==> config.mk <==
export PLATFORM = sky130hd
export DESIGN_NAME = diode_deframer
export DESIGN_NICKNAME = d
export VERILOG_FILES = /design/src/rtl/diode_deframer.sv
export SDC_FILE = /design/constraint.sdc
export NUM_CORES = 1
export LEC_CHECK = 0
export CORE_ASPECT_RATIO = 1.1
export CORE_UTILIZATION = 58
export DETAILED_ROUTE_END_ITERATION = 10
export PLACE_DENSITY = 0.89
export SLEW_MARGIN = 25
export SYNTH_ARGS = -nofsm -noshare
export SYNTH_HDL_FRONTEND = slang
export SYNTH_SLANG_ARGS = --single-unit
==> constraint.sdc <==
create_clock -name clk -period 7.25 [get_ports clk]
set_clock_uncertainty 0.15 [all_clocks]
set_input_delay 1.0875 -clock clk [delete_from_list [all_inputs] [get_ports clk]]
set_output_delay 1.0875 -clock clk [all_outputs]
set_load 0.03 [all_outputs]
==> src/rtl/diode_deframer.sv <==
// Deframes the one-way diode word stream into header/payload/trailer packets.
// Payload is forwarded with zero latency; each frame gets a checksum and overflow verdict.
module diode_deframer #(
  parameter int unsigned WIDTH   = 32,
  parameter int unsigned MAX_LEN = 16,
  parameter logic [15:0] MAGIC   = 16'hA55A
) (
  input  logic             clk,
  input  logic             rst,
  input  logic             in_valid,
  input  logic [WIDTH-1:0] in_data,
  output logic             in_ready,
  input  logic             in_overflow,
  output logic             out_valid,
  output logic [WIDTH-1:0] out_data,
  output logic             out_last,
  input  logic             out_ready,
  output logic             frame_done,
  output logic             frame_ok,
  output logic [15:0]      good_count,
  output logic [15:0]      bad_count,
  output logic [15:0]      resync_count
);

  localparam int unsigned LEN_W = 16;
  localparam int unsigned CNT_W = 16;
  localparam logic [CNT_W-1:0] CNT_MAX = '1;

  localparam logic [1:0] HUNT    = 2'd0;
  localparam logic [1:0] PAYLOAD = 2'd1;
  localparam logic [1:0] TRAILER = 2'd2;

  logic [1:0]       state;
  logic [1:0]       state_next;
  logic [LEN_W-1:0] remaining;
  logic [WIDTH-1:0] sum;
  logic             err;
  logic [LEN_W-1:0] hdr_len;
  logic             hdr_ok;
  logic             take;
  logic [WIDTH-1:0] trailer_sum;
  logic             trailer_good;

  function automatic logic [CNT_W-1:0] sat_inc(input logic [CNT_W-1:0] c);
    return (c == CNT_MAX) ? c : c + CNT_W'(1);
  endfunction

  assign hdr_len      = in_data[LEN_W-1:0];
  assign hdr_ok       = (in_data[WIDTH-1:WIDTH-16] == MAGIC) && (hdr_len != '0) &&
                        (32'(hdr_len) <= MAX_LEN);
  assign take         = in_valid && in_ready;
  assign trailer_sum  = sum + in_data;
  assign trailer_good = (trailer_sum == '0) && !err && !in_overflow;

  // State register
  always_ff @(posedge clk) begin
    if (rst) state <= HUNT;
    else     state <= state_next;
  end

  // Next state and handshake; in_ready never looks at in_valid, so no loop
  always_comb begin
    state_next = state;
    in_ready   = 1'b1;
    out_valid  = 1'b0;
    out_data   = '0;
    out_last   = 1'b0;
    case (state)
      HUNT: begin
        if (in_valid && hdr_ok) state_next = PAYLOAD;
      end
      PAYLOAD: begin
        in_ready  = out_ready;
        out_valid = in_valid;
        out_data  = in_data;
        out_last  = (remaining == LEN_W'(1));
        if (in_valid && out_ready && (remaining == LEN_W'(1))) state_next = TRAILER;
      end
      TRAILER: begin
        if (in_valid) state_next = HUNT;
      end
      default: state_next = HUNT;
    endcase
  end

  // Frame accumulator, verdict pulse and saturating statistics
  always_ff @(posedge clk) begin
    if (rst) begin
      remaining    <= '0;
      sum          <= '0;
      err          <= 1'b0;
      frame_done   <= 1'b0;
      frame_ok     <= 1'b0;
      good_count   <= '0;
      bad_count    <= '0;
      resync_count <= '0;
    end else begin
      frame_done <= 1'b0;
      frame_ok   <= 1'b0;
      if (take) begin
        case (state)
          HUNT: begin
            if (hdr_ok) begin
              remaining <= hdr_len;
              sum       <= in_data;
              err       <= in_overflow;
            end else begin
              resync_count <= sat_inc(resync_count);
            end
          end
          PAYLOAD: begin
            remaining <= remaining - LEN_W'(1);
            sum       <= sum + in_data;
            err       <= err | in_overflow;
          end
          TRAILER: begin
            frame_done <= 1'b1;
            frame_ok   <= trailer_good;
            if (trailer_good) good_count <= sat_inc(good_count);
            else              bad_count  <= sat_inc(bad_count);
          end
          default: ;
        endcase
      end
    end
  end

endmodule

==> run metrics <==
Resize count post-CTS 0; CTS buffer count 9; Initial Util roughly 59%; Syn. warnings 0; hold depth 2; fmax about 190 MHz; Max Cap Viol 0; number of synthesized flops with an enable pin 0; Placer Congestion approximately 0.92; Remaining Overflow, GRT 0; Tcrit/Tclk final roughly 73%; CP max FO 11; vias per cell around 6.2; Slew @ Worst Pin 1.04 ns; number of diodes 0; Yosys reg bits between 100 and 150; Initial DRC Count 470; IO Port Bufs ~120; Root Driver clkbuf_16; antenna violations before repair 0; area leader, netlist dfxtp_1; hold buffers post-CTS 0; crit path launch type input pin; post-route minimum period ~5.3 ns; dominant synthesized flop cell dfxtp_1; Tot Pwr around 1.2 mW; CTS Buffer Depth 2; Yosys top cell area share roughly 30%; vias in the first global route about 6400; core area approximately 11000 um^2; critical path capture point type flip-flop; drt pass-1 iters 6; Post-synth ARST share 0%; Critical Path AT about 5.4 ns; Worst slew margin between 30 and 40%; clock slew at reported path FFs 0.07 ns; DR WL/cell roughly 17 um; Die Height roughly 120 um; Max IR drop VDD a little under 0.1 mV; first-pass GRT wire length just over 30000 um; row count just over 40; Gate Count Post-Synth a little under 900; pin count of the biggest net entering global routing around 110; Power Density 143 nW/um^2; Leak 3.06 nW; Syn Nets 961; # DRC 0; TritonCTS clock tree built; fraction of layout instances using a drive strength above 1 4.80%; die area about 12000 um^2; synthesized area between 6000 and 7000 um^2; Setup Fix Bufs, Post-CTS 0; synth unique cells between 70 and 80; R2R depth 12; H-tree Lvls 3; final wirelength around 19000 um; final setup fails 0; RSZ-0062 raised after global routing false; crit path kind in2reg; register area share after synthesis approximately 30%; IO Count 122; Net count, final between 1000 and 1500; status finished clean; CTS sink cnt 101; Post-Syn Area per Cell approximately 7.6 um^2; DR vias ~7000; endpoints failing hold 0; Total GRT Usage between 30% and 40%; die width between 100 and 150 um; ANT nets after route 0; CP required approximately 7.4 ns; clk_lat worst skew 0.36 ns; Fillers a little over 900; final setup TNS 0 ns; Slew Viols, Final 0; HPWL after detailed placement between 10000 and 15000 um; synth top area cells dfxtp_1, ha_1, a21oi_1; HP Class reg2reg; Area growth syn-to-layout 23.1%
[state kept, by name, summed over array words and instances (netlist names)]
signal        flops
bad_count        16
err               1
frame_done        1
frame_ok          1
good_count       16
remaining        16
resync_count     16
state             2
sum              32
[layout by cell type (no fill, tap or decap), drive strengths merged, types with 4 or more instances in the layout]
master,n
clkdlybuf4s50,120
ha,36
nor2,107
o21ai,53
xnor2,30
nor4,14
nand2,87
inv,16
nand4,21
nand3b,5
a211oi,9
nor2b,13
a22oi,6
a21o,10
nor3,26
o221ai,8
and2,38
xor2,24
nand2b,4
or2,4
mux2,9
buf,5
and3,15
o21bai,5
o31ai,5
mux2i,6
o211ai,7
and4,7
a31oi,9
nand3,31
dfxtp,101
a21oi,84
or3,10
a311oi,4
clkbuf,10
[worst max-delay path, stage by stage]
cell             delay [ns]
clkdlybuf4s50_1        0.46
ha_1                   0.39
a21o_1                 0.23
and3_1                 0.19
o41ai_1                0.38
a2111oi_1              0.19
o41ai_1                0.58
o21ai_1                0.16
xnor2_1                0.35
nor4_4                 0.14
a21boi_1               0.76
nand4_1                0.20
mux2_2                 0.30
[per-layer routing]
layer,part of all wire [%],global-route usage (%)
met5,0,0
met4,4.3,18.8
met3,6.2,4.54
met2,49,54.3
met1,41,39.0
[area by class of cell]
class / instances / area [um^2] / share of cell area [%]
Clock buffer: 10 / 239 / 2.87
Clock inverter: 6 / 77.6 / 0.932
Sequential cell: 101 / 2020 / 24.3
Timing Repair Buffer: 125 / 1240 / 14.9
Multi-Input combinational cell: 723 / 4500 / 54.1
Inverter: 14 / 52.6 / 0.631
Tap cell: 150 / 188 / 2.25
[cell families (layout without fill, tap and decap cells)]
| logic type | Yosys count | in the layout | share of synthesized area [%] |
|---|---|---|---|
| mux | 16 | 16 | 2.72 |
| xor+xnor | 54 | 54 | 6.99 |
| buf+inv | 63 | 155 | 3.61 |
| simple gates | 393 | 393 | 29.3 |
| compound gates | 223 | 223 | 20.6 |
| flops | 101 | 101 | 29.9 |
| fa+ha+maj | 37 | 37 | 6.96 |
[path summary, 6_finish.rpt]
check	endpoint	slack [ns]	startpoint
setup / recovery	bad_count[6]	1.92	in_data[6]
hold / removal	sum[22]	0.31	sum[22]
setup reg to reg	bad_count[6]	2.84	sum[6]
hold reg to reg	sum[22]	0.31	sum[22]
[cell usage after synthesis, types with 5 or more instances]
master / count
o31ai_1: 5
a21o_1: 10
a22oi_1: 6
a31oi_1: 8
a211oi_1: 8
xnor2_1: 30
ha_1: 36
inv_1: 13
nor4_1: 13
nand2_1: 87
and2_1: 37
clkbuf_1: 41
and3_1: 15
mux2i_1: 6
o21ai_0: 51
xor2_1: 24
o211ai_1: 7
nor2_1: 106
a21oi_1: 84
o221ai_1: 8
o21bai_1: 5
nand3b_1: 5
nor3_1: 26
buf_2: 5
dfxtp_1: 101
nand4_1: 21
mux2_2: 8
nand3_1: 31
or3_1: 9
and4_1: 7
nor2b_1: 13
[per-stage QoR]
stage	cells	area, um^2	worst slack (ns)	util [%]	hold WS [ns]
2_1_floorplan	887	6760	2.50	-	0.286
3_3_place_gp	1113	8000	1.72	70.3	0.294
3_5_place_dp	1113	8000	1.59	70.3	0.301
4_1_cts	1129	8320	1.96	73.1	0.310
5_1_grt	1129	8320	1.49	73.1	0.334
6_report	1129	8320	1.92	73.1	0.310
[power breakdown]
group,switching [mW],internal (mW)
Clock,0.239,0.284
Sequential,0.00143,0.555
Combinational,0.0633,0.0435
Total,0.303,0.883
Power figures use the tool's default switching activity.
